$ cat src/rtl/uart_pkg.sv
// Shared types and sizing helpers for the UART transmit-side arbitration logic.
package uart_pkg;

  typedef enum logic [1:0] {
    IDLE      = 2'd0,
    START     = 2'd1,
    WAIT_DONE = 2'd2
  } tx_arb_state_e;

  // Width of a requester index; a single requester still gets one bit.
  function automatic int REQ_ID_W(input int num_req);
    return (num_req > 1) ? $clog2(num_req) : 1;
  endfunction

endpackage

$ cat src/rtl/uart_tx_arbiter_if.sv
// Requester-side bundle of the UART transmit arbiter: request level, byte, grant and completion.
interface uart_tx_arbiter_if #(
  parameter int DATA_BITS = 8,
  parameter int NUM_REQ   = 4
);

  // Handshake: Req[i] is a level held with a stable Req_Data[i] until Gnt[i] pulses for
  // one cycle, which means the byte has been captured; Req[i] may then drop. Dropping
  // Req[i] before Gnt[i] withdraws the request. Done[i] pulses once the byte has left.
  logic [NUM_REQ-1:0]                Req;
  logic [NUM_REQ-1:0][DATA_BITS-1:0] Req_Data;
  logic [NUM_REQ-1:0]                Gnt;
  logic [NUM_REQ-1:0]                Done;

  modport master (output Req, output Req_Data, input Gnt, input Done);
  modport slave  (input Req, input Req_Data, output Gnt, output Done);

endinterface

$ cat src/rtl/uart_rr_pick.sv
// Rotating-priority picker: first requesting index at or after the pointer, wrapping.
module uart_rr_pick #(
  parameter int NUM_REQ = 4,
  parameter int ID_W    = 2
) (
  input  logic [NUM_REQ-1:0] i_req,
  input  logic [ID_W-1:0]    i_ptr,
  output logic [ID_W-1:0]    o_win,
  output logic               o_valid
);

  function automatic logic [ID_W-1:0] rot_idx(input logic [ID_W-1:0] ptr, input int k);
    int s;
    s = int'(ptr) + k;
    if (s >= NUM_REQ) s = s - NUM_REQ;
    return ID_W'(s);
  endfunction

  // Scan from the farthest offset down so the nearest requester is assigned last and wins.
  always_comb begin
    o_win   = '0;
    o_valid = 1'b0;
    for (int k = NUM_REQ - 1; k >= 0; k--) begin
      if (i_req[rot_idx(i_ptr, k)]) begin
        o_win   = rot_idx(i_ptr, k);
        o_valid = 1'b1;
      end
    end
  end

endmodule

$ cat src/rtl/uart_tx_arbiter.sv
// Round-robin owner of the UART transmitter: grants one requester, drives the start
// handshake against Tx_Busy, and reports completion or a start timeout.
module uart_tx_arbiter
  import uart_pkg::*;
#(
  parameter int DATA_BITS     = 8,
  parameter int NUM_REQ       = 4,
  parameter int START_TIMEOUT = 64
) (
  input  logic                          SysClk,
  input  logic                          Rst,
  uart_tx_arbiter_if.slave              req_if,
  output logic [DATA_BITS-1:0]          Tx_Data,
  output logic                          Transmit_Start,
  input  logic                          Tx_Busy,
  output logic                          Timeout_Err,
  output logic [REQ_ID_W(NUM_REQ)-1:0]  Err_Id,
  output tx_arb_state_e                 Dbg_State
);

  localparam int ID_W  = REQ_ID_W(NUM_REQ);
  localparam int CNT_W = $clog2(START_TIMEOUT + 1);
  localparam logic [CNT_W-1:0]   CNT_LAST = CNT_W'(START_TIMEOUT - 1);
  localparam logic [CNT_W-1:0]   CNT_MAX  = CNT_W'(START_TIMEOUT);
  localparam logic [ID_W-1:0]    ID_LAST  = ID_W'(NUM_REQ - 1);
  localparam logic [NUM_REQ-1:0] ONE_HOT0 = NUM_REQ'(1);

  tx_arb_state_e        r_state;
  tx_arb_state_e        w_next;
  logic [ID_W-1:0]      r_ptr;
  logic [ID_W-1:0]      r_owner;
  logic [ID_W-1:0]      r_err_id;
  logic [ID_W-1:0]      w_win;
  logic                 w_valid;
  logic                 w_grant;
  logic                 w_timeout;
  logic                 w_done;
  logic                 w_start;
  logic [CNT_W-1:0]     r_cnt;
  logic [DATA_BITS-1:0] r_tx_data;
  logic [NUM_REQ-1:0]   r_gnt;
  logic [NUM_REQ-1:0]   r_done;
  logic                 r_timeout;

  uart_rr_pick #(
    .NUM_REQ (NUM_REQ),
    .ID_W    (ID_W)
  ) u_pick (
    .i_req   (req_if.Req),
    .i_ptr   (r_ptr),
    .o_win   (w_win),
    .o_valid (w_valid)
  );

  always_ff @(posedge SysClk or negedge Rst) begin
    if (!Rst) r_state <= IDLE;
    else      r_state <= w_next;
  end

  always_comb begin
    w_next = r_state;
    case (r_state)
      IDLE:      if (w_grant) w_next = START;
      START: begin
        if (Tx_Busy)        w_next = WAIT_DONE;
        else if (w_timeout) w_next = IDLE;
      end
      WAIT_DONE: if (w_done) w_next = IDLE;
      default:   w_next = IDLE;
    endcase
  end

  // A busy transmitter in IDLE belongs to someone else, so no grant is issued then.
  always_comb begin
    w_grant   = 1'b0;
    w_timeout = 1'b0;
    w_done    = 1'b0;
    w_start   = 1'b0;
    case (r_state)
      IDLE:      w_grant = w_valid && !Tx_Busy;
      START: begin
        w_start   = 1'b1;
        w_timeout = !Tx_Busy && (r_cnt >= CNT_LAST);
      end
      WAIT_DONE: w_done = !Tx_Busy;
      default:   ;
    endcase
  end

  always_ff @(posedge SysClk or negedge Rst) begin
    if (!Rst) begin
      r_ptr     <= '0;
      r_owner   <= '0;
      r_err_id  <= '0;
      r_cnt     <= '0;
      r_tx_data <= '0;
      r_gnt     <= '0;
      r_done    <= '0;
      r_timeout <= 1'b0;
    end else begin
      r_gnt     <= '0;
      r_done    <= '0;
      r_timeout <= 1'b0;
      if (w_grant) begin
        r_tx_data <= req_if.Req_Data[w_win];
        r_gnt     <= ONE_HOT0 << w_win;
        r_owner   <= w_win;
        r_ptr     <= (w_win == ID_LAST) ? '0 : w_win + 1'b1;
        r_cnt     <= '0;
      end else if (r_state == START && r_cnt != CNT_MAX) begin
        r_cnt <= r_cnt + 1'b1;
      end
      if (w_timeout) begin
        r_timeout <= 1'b1;
        r_err_id  <= r_owner;
      end
      if (w_done) r_done <= ONE_HOT0 << r_owner;
    end
  end

  assign req_if.Gnt     = r_gnt;
  assign req_if.Done    = r_done;
  assign Tx_Data        = r_tx_data;
  assign Transmit_Start = w_start;
  assign Timeout_Err    = r_timeout;
  assign Err_Id         = r_err_id;
  assign Dbg_State      = r_state;

endmodule

$ cat src/flat_wrapper.sv
// flat-port wrapper written by rule: the top's interface ports become plain ports
module uart_tx_arbiter_flat import uart_pkg::*;
#(
  parameter int DATA_BITS     = 8,
  parameter int NUM_REQ       = 4,
  parameter int START_TIMEOUT = 64
)
  (SysClk, Rst, Tx_Data, Transmit_Start, Tx_Busy, Timeout_Err, Err_Id, Dbg_State, req_if_Req, req_if_Req_Data, req_if_Gnt, req_if_Done);
  uart_tx_arbiter_if #(.DATA_BITS(DATA_BITS), .NUM_REQ(NUM_REQ)) req_if_i ();
  input  logic SysClk;
  input  logic Rst;
  output logic [DATA_BITS-1:0] Tx_Data;
  output logic Transmit_Start;
  input  logic Tx_Busy;
  output logic Timeout_Err;
  output logic [REQ_ID_W(NUM_REQ)-1:0] Err_Id;
  output tx_arb_state_e Dbg_State;
  input wire logic [$bits(req_if_i.Req)-1:0] req_if_Req;
  input wire logic [$bits(req_if_i.Req_Data)-1:0] req_if_Req_Data;
  output wire logic [$bits(req_if_i.Gnt)-1:0] req_if_Gnt;
  output wire logic [$bits(req_if_i.Done)-1:0] req_if_Done;
  assign req_if_i.Req = req_if_Req;
  assign req_if_i.Req_Data = req_if_Req_Data;
  assign req_if_Gnt = req_if_i.Gnt;
  assign req_if_Done = req_if_i.Done;
  uart_tx_arbiter #(.DATA_BITS(DATA_BITS), .NUM_REQ(NUM_REQ), .START_TIMEOUT(START_TIMEOUT)) u_core (.SysClk(SysClk), .Rst(Rst), .req_if(req_if_i), .Tx_Data(Tx_Data), .Transmit_Start(Transmit_Start), .Tx_Busy(Tx_Busy), .Timeout_Err(Timeout_Err), .Err_Id(Err_Id), .Dbg_State(Dbg_State));
endmodule
$ cat config.mk
export PLATFORM = sky130hd
export DESIGN_NAME = uart_tx_arbiter_flat
export DESIGN_NICKNAME = d
export VERILOG_FILES = /design/src/rtl/uart_pkg.sv /design/src/rtl/uart_tx_arbiter_if.sv /design/src/rtl/uart_rr_pick.sv /design/src/rtl/uart_tx_arbiter.sv /design/src/flat_wrapper.sv
export SDC_FILE = /design/constraint.sdc
export NUM_CORES = 1
export LEC_CHECK = 0
export ABC_CLOCK_PERIOD_IN_PS = 1700
export BUFFER_PORTS_ARGS = -buffer_cell sky130_fd_sc_hd__buf_2
export CAP_MARGIN = 25
export CORE_MARGIN = 1
export CORE_UTILIZATION = 30
export CTS_BUF_LIST = sky130_fd_sc_hd__clkbuf_4
export DETAILED_ROUTE_END_ITERATION = 10
export PLACE_DENSITY = 0.57
export REMOVE_ABC_BUFFERS = 1
export SYNTH_ARGS = -nofsm -noshare
export SYNTH_HDL_FRONTEND = slang
export SYNTH_SLANG_ARGS = --single-unit
$ cat constraint.sdc
create_clock -name SysClk -period 1.7 [get_ports SysClk]
set_clock_uncertainty 0.1 [all_clocks]
set_input_delay 0.085 -clock SysClk [delete_from_list [all_inputs] [get_ports SysClk]]
set_output_delay 0.085 -clock SysClk [all_outputs]
set_load 0.01 [all_outputs]
==> results.py <==
metrics = {
    "outcome": {
        "status": "completed",
    },
    "drt": {
        "drtIter0Drc": 53,
        "routed_wl_um": 4170,
        "antenna_left": 0,
        "route.detailed.drc": 0,
        "viasPerCell": 4.49,
        "firstDrtPassIters": 4,
        "vias": 1481,
        "wl_per_cell_um": 12.6,
    },
    "logic_synthesis": {
        "yosysTopAreaCellShare": 0.494,
        "synth_area_per_cell_um2": 10.7,
        "syn_area_um2": 1620,
        "synth_cell_types": 36,
        "yosysWarnings": 0,
        "synth_top_area_cell": "dfrtp_1",
        "syn_inst": 151,
        "ys_seq_elements": 32,
        "synth_area_leaders": "dfrtp_1, mux2i_1, nand2_1, ha_1, o221ai_1",
        "yosysSeqAreaShare": 0.494,
    },
    "sta": {
        "rsz0062_at_grt": "true",
        "slew_viol_final": 0,
        "finalHoldViolations": 0,
        "worstMarginPinSlew_ps": 715,
        "setup_viol": 0,
        "relSlewSlack": 0.523,
        "finalWorstSetupSlack_ps": 35.6,
        "post-route-period-util": 0.979,
        "min_period_ps": 1660,
        "max_freq_ghz": 0.601,
    },
    "critical_path": {
        "worst_r2r_path_depth": 6,
        "startpoint_type": "flop",
        "cp_num_buf_inv": 1,
        "crit_arrival_ps": 1770,
        "crit_path_end_kind": "flop",
        "critPathMaxStageDelay_ps": 410,
        "crit_family": "flip-flops",
        "crit_required_ps": 1800,
        "r2r-end": "u_core.Tx_Data[4]",
        "crit_fanout": 11,
        "timing.rr.start": "u_core.r_ptr[0]",
        "crit_type": "flop to flop",
        "regToRegSetupSlack_ps": 40,
        "cp_cell_sequence": "nor2b_1 > nor2_1 > o32ai_4 > buf_12 > mux2i_1 > o221ai_1",
        "worst_path_max_delay_cell": "dfrtp_1",
    },
    "layout": {
        "antenna-diode-count": 0,
        "drive_above_1_share": 0.354,
        "nets": 305,
        "fin_util": 0.483,
        "area_growth_syn_to_layout_pct": 53.9,
    },
    "floorplanning": {
        "core_area_um2": 5170,
        "die_h_um": 75.5,
        "initial_core_util": 0.313,
        "ios": 61,
        "die_x_um": 75.5,
        "placement_rows": 26,
        "die_area_um2": 5700,
    },
    "hold_path": {
        "worstHoldPathType": "primary input to flop",
        "hold_depth": 3,
        "holdCritStartpoint": "req_if_Req_Data[6]",
        "whs_endpoint": "u_core.Tx_Data[6]",
    },
    "power_and_ir_drop": {
        "power_w": 0.00291,
        "p_per_area_nw_per_um2": 1170,
        "p_leak_nw": 1.29,
        "ir_worst_vdd_uv": 443,
    },
    "global_routing": {
        "grt_overflow": 0,
        "grtUsageTotal": 0.158,
        "antenna_found_initial": 0,
        "grt_max_degree": 33,
        "grt_pass1_vias": 1440,
        "grt_pass1_wl_um": 6620,
    },
    "cts": {
        "clockBufferDepth": 2,
        "htree_num_levels": 2,
        "numClockSinks": 32,
        "cts_made_buffers": 5,
        "cts_tree": "yes",
        "root_buffer": "clkbuf_4",
        "clock_latency_ps": 330,
        "clk_pin_slew_ps": 100,
    },
    "flow_run": {
        "cap_viol_max_count": 0,
    },
    "place": {
        "io_buffers": 60,
        "place_ws_ps": -11.7,
        "hpwlAfterDp_um": 2660,
        "gp_congestion": 0.806,
    },
}
## registers in the layout, summed over array words and instances, names as in the netlist
register            cells
u_core.r_owner          2
u_core.Err_Id           2
u_core.Tx_Data          8
u_core.r_ptr            2
u_core.req_if.Done      4
u_core.Dbg_State        2
u_core.req_if.Gnt       4
u_core.r_cnt            7
u_core.Timeout_Err      1
## power breakdown
part	internal [W]	total [W]	switching [W]	leakage (nW)
clock	0.000144	0.000398	0.000253	0.0261
sequential	0.000968	0.00110	0.000136	0.421
combinational	0.000699	0.00141	0.000708	0.847
## cell usage after synthesis
master and n:
dfrtp_1 32, nand2_1 21, mux2i_1 16, nor2_1 14, inv_1 8, o221ai_1 8, ha_1 6, xor2_1 5
and2_1 4, nor3_1 4, nand4_1 3, nor2b_1 3, o21ai_0 3, a21oi_1 2, a21boi_0 1, a21boi_1 1
a31oi_2 1, buf_12 1, buf_2 1, buf_6 1, clkbuf_1 1, mux2_2 1, nand2b_1 1, nand2b_2 1
nand3_1 1, nor2b_2 1, nor4_1 1, o21a_1 1, o21bai_1 1, o221a_2 1, o31ai_1 1, o32ai_2 1
o41a_2 1, o41ai_1 1, or3b_1 1, xnor2_1 1
## worst min-delay path: cells and delay by family
family                 cells  cell delay (ps)
multiplexers               1               60
AO/OA/AOI/OAI              1              180
buffers and inverters      1               70
## repair_timing
item                       CTS  global route
setup buffers                0             3
pin swaps                    1             2
gates cloned                 0             0
setup endpoints to repair    1            10
resized for setup            0             5
hold endpoints to repair    46             0
hold buffers                32             0
## cells in the final DEF (no fill, tap or decap), types with 5 or more instances in the layout
master and count:
buf_2 60, buf_4 12, dlygate4sd3_1 32, mux2i_1 16, ha_1 6, xor2_1 5, nor2_1 14, o221ai_1 8
dfrtp_1 32, nand2_1 19, clkbuf_4 5, inv_1 7
## area by class of cell
cell class	count	area, um^2
clock buffer	5	37.5
timing repair buffer	106	751
inverter	8	30.0
fill	460	2680
tap	70	87.6
multi-input combinational	107	782
sequential	32	801
clock inverter	2	7.51
## logic make-up after synthesis
group | count (synthesis) | synth area share
simple gates | 55 | 0.159
mux | 17 | 0.106
flops | 32 | 0.494
fa+ha+maj | 6 | 0.0463
compound gates | 23 | 0.120
xor+xnor | 6 | 0.0324
buf+inv | 12 | 0.0432
## metal layers
metal | part of all wire | track usage | up-vias | wire (um)
li1 | - | - | 745 | -
met1 | 0.41 | 0.187 | 680 | 1700
met2 | 0.51 | 0.270 | 48 | 2140
met3 | 0.060 | 0.0423 | 8 | 248
met4 | 0.020 | 0.0658 | 0 | 82
met5 | 0 | 0 | - | 0
## how the worst max path moves through the flow
stage                     cells past startpoint           endpoint           startpoint
after floorplan                               6    u_core.r_ptr[1]      u_core.r_ptr[1]
after global routing                          6  u_core.Tx_Data[6]      u_core.r_ptr[0]
after global placement                        7  u_core.Tx_Data[6]        req_if_Req[2]
after CTS                                     4  u_core.Tx_Data[2]  u_core.Dbg_State[0]
after detailed placement                      4  u_core.Tx_Data[4]  u_core.Dbg_State[0]
final                                         6  u_core.Tx_Data[4]      u_core.r_ptr[0]
## per-stage QoR
step | cell area, um^2 | hold WS [ps] | setup TNS, ps | instances
CTS | 2460 | 0.895 | 0 | 327
detailed placement | 2100 | 87.4 | -15.8 | 288
floorplan | 1580 | -311 | -7520 | 147
finish | 2500 | 7.28 | 0 | 330
global placement | 2100 | 79.1 | -4.29 | 288
global route | 2500 | 39.3 | -263 | 330
Note: power is estimated with default switching activity, not from simulation.
